### src/rtl/sprite_spawn_pkg.sv
// Shared helpers for the sprite trajectory generator: step-index sizing and
// the elaboration-time check on the step count.
package sprite_spawn_pkg;

    // k runs 0..STEP inclusive, so it needs one bit beyond log2(STEP).
    function automatic int k_width(input int step);
        return $clog2(step) + 1;
    endfunction

    function automatic bit step_ok(input int step);
        return (step >= 2) && ((step & (step - 1)) == 0);
    endfunction

    localparam int DEFAULT_OFFSET_W = 12;
    localparam int DEFAULT_STEP     = 32;

endpackage

### src/rtl/sprite_spawn_axis_lerp.sv
// One axis of the trajectory: SRC + floor((DST-SRC)*k / STEP), wrapped to W bits.
module axis_lerp
    import sprite_spawn_pkg::*;
#(
    parameter int                    W    = DEFAULT_OFFSET_W,
    parameter logic signed [W-1:0]   SRC  = '0,
    parameter logic signed [W-1:0]   DST  = '0,
    parameter int                    STEP = DEFAULT_STEP,
    parameter int                    KW   = k_width(STEP)
) (
    input  logic [KW-1:0] i_k,
    output logic [W-1:0]  o_offset
);

    localparam int L  = $clog2(STEP);
    localparam int PW = W + L + 2;

    logic signed [W:0]    w_delta;
    logic signed [PW-1:0] w_delta_ext;
    logic signed [PW-1:0] w_k_ext;
    logic signed [PW-1:0] w_prod;

    assign w_delta     = {DST[W-1], DST} - {SRC[W-1], SRC};
    assign w_delta_ext = PW'(w_delta);
    assign w_k_ext     = $signed(PW'(i_k));
    assign w_prod      = w_delta_ext * w_k_ext;

    // Arithmetic shift floors toward minus infinity for negative deltas.
    assign o_offset = SRC + W'(w_prod >>> L);

endmodule

### src/rtl/sprite_spawn.sv
// Spawn controller: on en while idle, steps k from 0 to STEP one clock at a
// time and presents the interpolated (h,v) offset pair for a sprite layer.
module sprite_spawn
    import sprite_spawn_pkg::*;
#(
    parameter int                         HWIDTH = 12,
    parameter int                         VWIDTH = 12,
    parameter logic signed [HWIDTH-1:0]   HSRC   = '0,
    parameter logic signed [VWIDTH-1:0]   VSRC   = '0,
    parameter logic signed [HWIDTH-1:0]   HDST   = '0,
    parameter logic signed [VWIDTH-1:0]   VDST   = '0,
    parameter int                         STEP   = 32
) (
    input  logic              clk,
    input  logic              rst_n,
    input  logic              en,
    output logic [HWIDTH-1:0] hoffset,
    output logic [VWIDTH-1:0] voffset,
    output logic              active
);

    localparam int            KW     = k_width(STEP);
    localparam logic [KW-1:0] STEP_K = KW'(STEP);

    generate
        if (!step_ok(STEP)) begin : g_bad_step
            $error("sprite_spawn: STEP must be a power of two and at least 2");
        end
    endgenerate

    logic          r_active;
    logic [KW-1:0] r_k;
    logic          w_active_next;
    logic [KW-1:0] w_k_next;

    always_ff @(posedge clk or negedge rst_n) begin
        if (!rst_n) begin
            r_active <= 1'b0;
            r_k      <= '0;
        end else begin
            r_active <= w_active_next;
            r_k      <= w_k_next;
        end
    end

    // k is held at 0 whenever idle, so the lerp parks the outputs at the source.
    always_comb begin
        w_active_next = r_active;
        w_k_next      = r_k;
        if (r_active) begin
            if (r_k == STEP_K) begin
                w_active_next = 1'b0;
                w_k_next      = '0;
            end else begin
                w_k_next = r_k + 1'b1;
            end
        end else if (en) begin
            w_active_next = 1'b1;
            w_k_next      = '0;
        end
    end

    assign active = r_active;

    axis_lerp #(
        .W    (HWIDTH),
        .SRC  (HSRC),
        .DST  (HDST),
        .STEP (STEP),
        .KW   (KW)
    ) u_h_lerp (
        .i_k      (r_k),
        .o_offset (hoffset)
    );

    axis_lerp #(
        .W    (VWIDTH),
        .SRC  (VSRC),
        .DST  (VDST),
        .STEP (STEP),
        .KW   (KW)
    ) u_v_lerp (
        .i_k      (r_k),
        .o_offset (voffset)
    );

endmodule

### config.mk
export PLATFORM = sky130hd
export DESIGN_NAME = sprite_spawn
export DESIGN_NICKNAME = d
export VERILOG_FILES = /design/src/rtl/sprite_spawn_pkg.sv /design/src/rtl/sprite_spawn_axis_lerp.sv /design/src/rtl/sprite_spawn.sv
export SDC_FILE = /design/constraint.sdc
export NUM_CORES = 1
export LEC_CHECK = 0
export CAP_MARGIN = 25
export CORE_MARGIN = 10
export CORE_UTILIZATION = 40
export CTS_BUF_LIST = sky130_fd_sc_hd__clkbuf_4 sky130_fd_sc_hd__clkbuf_8 sky130_fd_sc_hd__clkbuf_16
export CTS_CLUSTER_SIZE = 24
export DETAILED_ROUTE_END_ITERATION = 12
export GPL_ROUTABILITY_DRIVEN = 0
export HOLD_SLACK_MARGIN = 0.05
export PLACE_DENSITY_LB_ADDON = 0.2
export SETUP_SLACK_MARGIN = 0.3
export SLEW_MARGIN = 20
export SYNTH_ARGS = -nofsm -noshare
export SYNTH_HDL_FRONTEND = slang
export SYNTH_SLANG_ARGS = --single-unit
### constraint.sdc
create_clock -name clk -period 4.46 [get_ports clk]
set_clock_uncertainty 0.15 [all_clocks]
set_input_delay 0.892 -clock clk [delete_from_list [all_inputs] [get_ports clk]]
set_output_delay 0.892 -clock clk [all_outputs]
set_load 0.01 [all_outputs]
Yosys cells after proc, flatten, opt, wreduce, memory -nomap -nowiden
Cells that the tools add are included.
{ "word_totals": {"reg_bits": 7, "input_bits": 3, "output_inout_bits": 25, "word_cells": 11} }
{ "classes": {"addsub": 1, "eq_ne": 1, "mux": 6, "reduce_logical": 1} }
{ "ops": {"columns": ["cell", "n"], "rows": [
  ["two-way mux 6 bit", 3],
  ["adder 6 x 1 -> 6 bit (second input constant)", 1],
  ["== test 6 bit (second input constant)", 1],
  ["two-way mux 1 bit", 3],
  ["nonzero test 2 bit", 1]
]} }

Logic depth before layout (Yosys ltp)
Gate-level depths: netlist of the first run.
{ "logic_depth": {"depth_word": 3, "mapped_depth": 5, "mapped_depth_nobuf": 5} }

Cells and area by module
A second synthesis of the first run with hierarchy kept.
{ "unflattened": {"hier_cells": 66, "hier_area_um2": 574.3} }
{ "modules_own_cells": {"columns": ["mod", "n_inst", "cells_per_inst", "area_each_um2"], "rows": [
  ["sprite_spawn", 1, 40, 386.6],
  ["axis_lerp", 2, 13, 93.8]
]} }

Worst setup path after synthesis of the first run
Ideal clock, no wire load.
{ "synth_path": {"kind": "input-to-reg", "start": "input en", "end": "register r_k[3]", "setup_ps": 79, "arrival_time_ps": 1251, "required_ps": 4231, "setup_slack_ps": 2980, "cell_stages": 3, "path_cell_list": "nor2_1 a21oi_1 mux2i_1"} }
{ "synth_between": {"elab_chain_cells": 1} }
{ "synth_lines": {"columns": ["element", "line_no", "rtl"], "rows": [
  ["start: declaration", "sprite_spawn.sv:16", "input logic en,"],
  ["nonzero test 2 bit (no source line)", null, null],
  ["end signal: assignment", "sprite_spawn.sv:42", "r_k <= w_k_next;"],
  ["end: declaration", "sprite_spawn.sv:32", "logic [KW-1:0] r_k;"]
]} }
Every way passes these cells.
A chain may end at the register's enable or synchronous reset.

Worst setup path after layout of the first run
{ "layout_path": {"start": "register r_active, in the netlist active", "end": "output active"} }
{ "layout_lines": {"columns": ["element", "line_no", "rtl"], "rows": [
  ["start: declaration", "sprite_spawn.sv:31", "logic r_active;"],
  ["start signal: assignment", "sprite_spawn.sv:41", "r_active <= w_active_next;"],
  ["end: declaration", "sprite_spawn.sv:19", "output logic active"]
]} }
No word-level cell between the ends.

==> out/metrics.cfg, run 1 <==
[clocking]
clkSinkCount=7
ctsResizeCount=0
clk_path_buf_depth=2
h-tree-depth=1
root_buffer=clkbuf_4
cts_setup_buffers=0
cts_tree=done
clkTransAtPathRegs_ns=0.06
cts_hold_buf=0
clock_latency_ns=0.26
cts_buffers=3

[global_routing]
grt_max_degree=13
grt.overflow.total=0
grt_pass1_vias=360
antenna_found_initial=0
grt_pass1_wl_um=1560
grt_use_total=0.0602

[worst_setup_path]
slowest_delay_ns=0.61
critPathSlowestCell=clkdlybuf4s50_1
path_buf_inv=1
worstSetupStartpointType=flop
path_class=reg -> out
crit_path_cell_trace=clkdlybuf4s50_1
cp.arrival_ns=1.40
reg2regPathDepth=5
path_depth=1
end_kind=output port
required_ns=3.42
cp_max_fo=12
crit_family=buffers and inverters

[floorplan]
initial_utilization=0.424
coreArea_um2=1300
die_height_um=57.1
ioPinCount=28
rows=13
die_area_um2=3260
die_w_um=57.1

[detailed_routing]
drt_wl_total_um=974
first_iter_violations=6
antenna_left=0
vias_per_cell=4.26
wire_per_inst_um=11.6
drc_errors=0
dr_total_vias=358
first_pass_iters=4

[timing]
max-slew-margin-rel=0.562
setup_viol=0
post-route-min-period_ns=2.44
slew_violations=0
fmax_ghz=0.410
timing.hold.ws_ns=0.347
hold_violations=0
max_slew.worst_pin.slew_ns=0.649
setup_ws_ns=2.02
fin_crit_sh=0.547
rsz0062_at_grt=no
setup_tns_ns=0

[synthesis]
yosysWarnings=0
syn_inst=64
seq_area_frac_synth=0.317
synthTopCellsByArea=buf_4 33%, dfrtp_1 32%, ha_1 4.5%, o21ai_0 4.5%, mux2i_1 3.6%
avgSynthCellArea_um2=8.62
synth_largest_area_cell=buf_4
ys_ff_latch=7
netlist_area_um2=552
synth.top_cell.area_share=0.327
synthDistinctLibCells=20

[finish]
final-seq-area_um2=175
antenna_cells=0
n_fill_cell=155
drive_gt1_frac=0.0725
multi_input_area_um2=264
syn_to_final_growth_pct=-3.85
nNetsFinal=75

[power_and_ir_drop]
ir_drop_mv=0.187
power.total_uw=237
leakagePower_uw=0.000270
power.density_nw_per_um2=447

[run_status]
status=complete, no violations

[hold_path]
whs_path_depth=1
hp-class=reg -> reg

[placed_design]
dp_hpwl_um=812
port_buffers=3
pre_cts_ws_ns=2.30

[job]
drv_cap=0

where the power goes:
part | leakage, uW | internal [uW] | switching, uW | total (uW)
Sequential | 0.0000863 | 83.3 | 28.4 | 112
Combinational | 0.000166 | 29.1 | 37.6 | 66.7
Clock | 0.0000177 | 32.9 | 25.9 | 58.7
Total | 0.000270 | 145 | 91.8 | 237
cells by family after synthesis:
kind of cell	count (synthesis)	share of synthesized area
flip-flops	7	0.317
multiplexers	2	0.0363
buffers and inverters	29	0.361
AO/OA/AOI/OAI	10	0.107
AND/OR/NAND/NOR	13	0.127
adder cells (fa/ha/maj)	2	0.0453
other	1	0.00680
flip-flops by register name, indices dropped and copies added (netlist names):
register	flops
active	1
r_k	6
worst reg2reg max path, stage by stage (launching register included):
cell and delay (ns):
dfrtp_1 0.44, inv_1 0.08, ha_1 0.14, nand2_1 0.05
o41ai_1 0.54, o21ai_0 0.20
final timing paths:
check | start | to | slack [ns]
min in group asynchronous | rst_n | r_k[2] | 0.74
hold reg to reg | r_k[4] | r_k[4] | 0.35
setup / recovery | active | active | 2.02
hold / removal | r_k[4] | r_k[4] | 0.35
max in group asynchronous | rst_n | r_k[5] | 3.17
setup reg to reg | r_k[0] | active | 2.70
through the flow:
stage | instance area [um^2] | util | std cells
floorplan | 638 | - | 87
global placement | 503 | 0.387 | 80
detailed placement | 503 | 0.387 | 80
CTS | 531 | 0.408 | 84
global route | 531 | 0.408 | 84
finish | 531 | 0.408 | 84
Yosys cell counts (all sizes together):
cell and instances:
a21oi 2, buf 24, clkbuf 1, conb 1, dfrtp 7, ha 2
inv 4, mux2i 2, nand2 5, nand2b 1, nand3 2, nand4 2
nor2 1, nor2b 1, o211ai 1, o21ai 5, o31ai 1, o41ai 1
or4 1
area by class of cell:
cell class | instances | share of cell area
timing repair buffer | 3 | 0.0566
inverter | 4 | 0.0283
multi-input combinational | 51 | 0.498
tap | 15 | 0.0354
clock inverter | 1 | 0.00943
clock buffer | 3 | 0.0425
sequential | 7 | 0.330
per-layer routing:
layer,part of all wire,vias up,GRT usage
met5,0,-,0
met4,0,0,0.0201
met3,0.099,0,0.0553
met2,0.46,19,0.0884
met1,0.44,165,0.0599
li1,-,174,-
cell usage in the layout (no fill, tap or decap):
cell / Yosys / routed
or4_1: 1 / 1
clkdlybuf4s50_1: 0 / 3
o21ai_0: 5 / 5
nor2b_1: 1 / 1
dfrtp_1: 7 / 7
mux2i_1: 2 / 2
clkbuf_4: 0 / 3
ha_1: 2 / 2
clkinv_2: 0 / 1
a21oi_1: 2 / 2
conb_1: 1 / 24
nand4_1: 2 / 2
o211ai_1: 1 / 1
nor2_1: 1 / 1
nand2b_1: 1 / 1
inv_1: 4 / 4
o41ai_1: 1 / 1
nand3_2: 1 / 1
o31ai_1: 1 / 1
nand2_1: 5 / 5
nand3_1: 1 / 1
No activity file was read; power rests on OpenSTA's default activity.
==> inputs of run 2 (changes only) <==
--- a/config.mk
+++ b/config.mk
@@ -7,7 +7,7 @@
 export LEC_CHECK = 0
 export CAP_MARGIN = 25
 export CORE_MARGIN = 10
-export CORE_UTILIZATION = 40
+export CORE_UTILIZATION = 38
 export CTS_BUF_LIST = sky130_fd_sc_hd__clkbuf_4 sky130_fd_sc_hd__clkbuf_8 sky130_fd_sc_hd__clkbuf_16
 export CTS_CLUSTER_SIZE = 24
 export DETAILED_ROUTE_END_ITERATION = 12
==> constraint.sdc (replaced) <==
create_clock -name clk -period 2.39 [get_ports clk]
set_clock_uncertainty 0.15 [all_clocks]
set_input_delay 0.478 -clock clk [delete_from_list [all_inputs] [get_ports clk]]
set_output_delay 0.478 -clock clk [all_outputs]
set_load 0.01 [all_outputs]
==> run 2 against run 1 <==
Largest cell class unchanged; worst hold slack lost 0.0099 ns; first-iteration DRC count is 17% lower; global-route usage decreased by 0.14 points; critical endpoint unchanged; register-to-register slack worse by 2.1 ns.
==> out/metrics.cfg, run 2 (synthesis gave the netlist of run 1 again) <==
[detailed_routing]
first_iter_violations=5  ; -1
drc_errors=0  ; unchanged
drt_wl_total_um=1020  ; +4.2%
dr_total_vias=362  ; +1.1%
wire_per_inst_um=12.1  ; +4.2%
vias_per_cell=4.31  ; +1.1%
first_pass_iters=4  ; unchanged
antenna_left=0  ; unchanged

[placed_design]
dpl_cell_area_um2=503  ; unchanged
dp_hpwl_um=835  ; +2.9%
dp.cells=80  ; unchanged
port_buffers=3  ; unchanged

[worst_setup_path]
cp.arrival_ns=1.40  ; about the same
critPathSlowestCell=clkdlybuf4s50_1
required_ns=1.76  ; -1.66 ns
worstSetupStartpointType=flop
crit_family=buffers and inverters
path_buf_inv=1  ; unchanged
crit_path_cell_trace=clkdlybuf4s50_1
r2r_slack_ns=0.59  ; -2.11 ns
end_kind=output port
slowest_delay_ns=0.61  ; about the same
path_class=reg -> out
cp_max_fo=12  ; unchanged
reg2regPathDepth=5  ; unchanged
path_depth=1  ; unchanged

[global_routing]
use_met1=0.0620  ; +0.00204
met3_usage=0.0392  ; -0.0161
grt_max_degree=13  ; unchanged
top_usage_layer=met2
grt_pass1_wl_um=1590  ; +2.2%
grt_use_total=0.0588  ; -0.00138
grtUsageMet2=0.0920  ; +0.00365
grt_pass1_vias=361  ; +0.28%
antenna_found_initial=0  ; unchanged
grt.overflow.total=0  ; unchanged

[clocking]
ctsResizeCount=0  ; unchanged
clk_path_buf_depth=2  ; unchanged
clkTransAtPathRegs_ns=0.06  ; about the same
clock_latency_ns=0.25  ; about the same
cts_hold_buf=0  ; unchanged
cts_tree=done
root_buffer=clkbuf_4
clkSinkCount=7  ; unchanged
cts_setup_buffers=0  ; unchanged
cts_buffers=3  ; unchanged
h-tree-depth=1  ; unchanged

[hold_path]
hp-class=in -> async

[job]
drv_cap=0  ; unchanged

[finish]
largest_register_ffs=6  ; unchanged
mostFrequentLayoutCells=24 x conb_1, 7 x dfrtp_1, 5 x nand2_1, 5 x o21ai_0, 4 x inv_1
syn_to_final_growth_pct=-3.85  ; unchanged
drive_gt1_frac=0.0725  ; unchanged
fin_cells=84  ; unchanged
nNetsFinal=75  ; unchanged
final_common_cell=conb_1
antenna_cells=0  ; unchanged
regMostFlops=r_k
n_fill_cell=145  ; -6.5%
design_area_um2=531  ; unchanged

[timing]
max_slew.worst_pin.slew_ns=0.711  ; +0.0618 ns
post-route-min-period_ns=2.02
setup_viol=0  ; unchanged
hold_violations=0  ; unchanged
fmax_ghz=0.494
max-slew-margin-rel=0.520  ; -0.0417
fin_crit_sh=0.846
setup_tns_ns=0  ; unchanged
slew_violations=0  ; unchanged
rsz0062_at_grt=no

[floorplan]
ioPinCount=28  ; unchanged
die_area_um2=3380  ; +3.4%
rows=13  ; unchanged
initial_utilization=0.414  ; -0.0103
coreArea_um2=1330  ; +2.5%
die_height_um=58.1  ; +1.7%
die_w_um=58.1  ; +1.7%

[run_status]
status=complete, no violations

[power_and_ir_drop]
power.density_nw_per_um2=833  ; +86%
power.total_uw=442  ; +86%
leakagePower_uw=0.000270  ; unchanged
ir_drop_mv=0.376  ; +100%

run 2: path summary, 6_finish.rpt:
path,start,endpoint
setup / recovery,active,active
hold / removal,rst_n,r_k[3]
setup reg to reg,r_k[0],active
hold reg to reg,r_k[4],r_k[4]
max in group asynchronous,rst_n,r_k[2]
min in group clk,r_k[4],r_k[4]
run 2: routing by layer:
metal | vias to the layer above | wire [um]
met5 | - | 0
met4 | 0 | 7
met3 | 2 | 75
met2 | 17 | 460
met1 | 170 | 472
li1 | 173 | -
run 2: power by group:
group | switching, uW | leakage (uW) | internal [uW]
Clock | 45.2 | 0.0000177 | 61.2
Sequential | 54.9 | 0.0000863 | 155
Combinational | 70.7 | 0.000166 | 54.4
Total | 171 | 0.000270 | 271
run 2: area by class of cell:
| type | instances | area, um^2 | area share |
|---|---|---|---|
| Sequential cell | 7 | 175 | 0.330 |
| Clock inverter | 1 | 5.00 | 0.00943 |
| Inverter | 4 | 15.0 | 0.0283 |
| Clock buffer | 3 | 22.5 | 0.0425 |
| Multi-Input combinational cell | 51 | 264 | 0.498 |
| Timing Repair Buffer | 3 | 30.0 | 0.0566 |
| Tap cell | 15 | 18.8 | 0.0354 |
run 2: through the flow:
step / utilization / setup slack [ns] / hold slack, ns
after floorplan: - / 0.926 / 0.0324
after global placement: 0.377 / 0.543 / 0.348
after detailed placement: 0.377 / 0.523 / 0.358
after CTS: 0.398 / 0.343 / 0.343
after global routing: 0.398 / 0.305 / 0.358
final: 0.398 / 0.367 / 0.337
run 2: worst register-to-register path, stage by stage, from the launching register on:
cell	delay, ns
dfrtp_1	0.44
inv_1	0.08
ha_1	0.15
nand2_1	0.05
o41ai_1	0.59
o21ai_0	0.19
==> inputs of run 3 (changes only) <==
==> constraint.sdc (replaced) <==
create_clock -name clk -period 2.1 [get_ports clk]
set_clock_uncertainty 0.15 [all_clocks]
set_input_delay 0.42 -clock clk [delete_from_list [all_inputs] [get_ports clk]]
set_output_delay 0.42 -clock clk [all_outputs]
set_load 0.01 [all_outputs]
==> run 3 against run 2 <==
First-iteration DRC count is 20% higher; setup slack better by 0.020 ns; worst hold slack worse by 0.069 ns; clock power is 21% higher; critical endpoint unchanged; largest cell class unchanged; largest power group unchanged.
==> out/metrics.cfg, run 3 (synthesis gave the netlist of run 1 again) <==
[run_status]
status=complete, no violations

[detailed_routing]
drc_errors=0  ; unchanged
antenna_left=0  ; unchanged
drt_wl_total_um=1030  ; +0.99%
dr_total_vias=368  ; +1.7%
first_pass_iters=3  ; -1
vias_per_cell=4.28  ; -0.71%
wire_per_inst_um=11.9  ; -1.4%
first_iter_violations=6  ; +1

[worst_setup_path]
crit_family=buffers and inverters
critPathSlowestCell=clkdlybuf4s50_1
r2r_slack_ns=0.46  ; -0.13 ns
path_class=reg -> out
crit_path_cell_trace=clkdlybuf4s50_1
cp_max_fo=2  ; -10
end_kind=output port
path_buf_inv=1  ; unchanged
cp.arrival_ns=1.14  ; -0.26 ns
worstSetupStartpointType=flop
required_ns=1.53  ; -0.23 ns
slowest_delay_ns=0.53  ; -0.08 ns

[finish]
largest_register_ffs=6  ; unchanged
drive_gt1_frac=0.113  ; +0.0402
design_area_um2=547  ; +3.1%
fin_cells=86  ; +2.4%
syn_to_final_growth_pct=-0.907
antenna_cells=0  ; unchanged
mostFrequentLayoutCells=24 x conb_1, 6 x dfrtp_1, 5 x nand2_1, 5 x o21ai_0, 4 x inv_1
final_common_cell=conb_1
nNetsFinal=77  ; +2.7%
regMostFlops=r_k

[placed_design]
dp.cells=81  ; +1.3%
pre_cts_ws_ns=0.420  ; -0.104 ns
dpl_cell_area_um2=510  ; +1.5%
dp_hpwl_um=834  ; -0.17%
port_buffers=3  ; unchanged

[power_and_ir_drop]
power.density_nw_per_um2=947  ; +14%
ir_drop_mv=0.356  ; -5.4%
leakagePower_uw=0.000279  ; +3.4%

[floorplan]
die_height_um=58.1  ; unchanged
ioPinCount=28  ; unchanged
coreArea_um2=1330  ; unchanged
initial_utilization=0.414  ; unchanged
rows=13  ; unchanged
die_area_um2=3380  ; unchanged
die_w_um=58.1  ; unchanged

[global_routing]
grt_pass1_wl_um=1570  ; -1.3%
grt_pass1_vias=364  ; +0.83%
grt.overflow.total=0  ; unchanged
antenna_found_initial=0  ; unchanged
grt_max_degree=12  ; -1
grt_use_total=0.0585  ; -0.000308

[clocking]
cts_buffers=3  ; unchanged
cts_tree=done
h-tree-depth=1  ; unchanged
clkSinkCount=7  ; unchanged
clkTransAtPathRegs_ns=0.06  ; about the same
clk_path_buf_depth=2  ; unchanged
clock_latency_ns=0.26  ; about the same
root_buffer=clkbuf_4

[job]
drv_cap=0  ; unchanged

[timing]
fmax_ghz=0.584
rsz0062_at_grt=no
timing.hold.ws_ns=0.269  ; -0.0689 ns
setup_ws_ns=0.386  ; +0.0195 ns
fin_crit_sh=0.816
post-route-min-period_ns=1.71
slew_violations=0  ; unchanged
setup_tns_ns=0  ; unchanged
setup_viol=0  ; unchanged
hold_violations=0  ; unchanged

[hold_path]
hp-class=in -> async

## run 3: cell types whose count changed in the layout (fill, tap and decap cells not counted), sizes merged
cell and change:
buf +2
## run 3: area by class of cell
cell class / instances / area (um^2)
sequential: 7 / 176
clock inverter: 1 / 5.00
timing repair buffer: 5 / 45.0
clock buffer: 3 / 22.5
tap: 15 / 18.8
fill: 146 / 787
multi-input combinational: 51 / 264
inverter: 4 / 15.0
## run 3: path summary, 6_finish.rpt
| path | endpoint | startpoint | cells after the start |
|---|---|---|---|
| worst max register to register | r_k[5] | r_k[0] | 6 |
| min in group clk | r_k[4] | r_k[4] | 1 |
| worst max-delay path | active | active | 1 |
| max in group asynchronous | active | rst_n | 1 |
| worst min register to register | r_k[4] | r_k[4] | 1 |
| worst min-delay path | r_k[3] | rst_n | 1 |
## run 3: per-layer routing
metal / part of all wire / up-vias / GRT usage
met5: 0 / - / 0
met4: 0.0098 / 0 / 0.0101
met3: 0.12 / 2 / 0.0610
met2: 0.46 / 19 / 0.0859
met1: 0.40 / 171 / 0.0575
li1: - / 176 / -
## run 3: through the flow
stage,util,power [uW]
final,0.410,518
after global routing,0.410,566
after CTS,0.410,521
after detailed placement,0.383,383
after global placement,0.383,384
after floorplan,-,374
## run 3: power by group
group	switching (uW)	internal (uW)	total (uW)
Sequential	56.9	177	234
Combinational	89.0	66.4	155
Clock	58.4	70.1	128
Total	204	314	518
## run 3: what timing repair did
item,4_1_cts,5_1_grt
gates resized for setup,1,0
hold buffers,0,0
buffers inserted,1,0
endpoints found under the setup margin,1,0
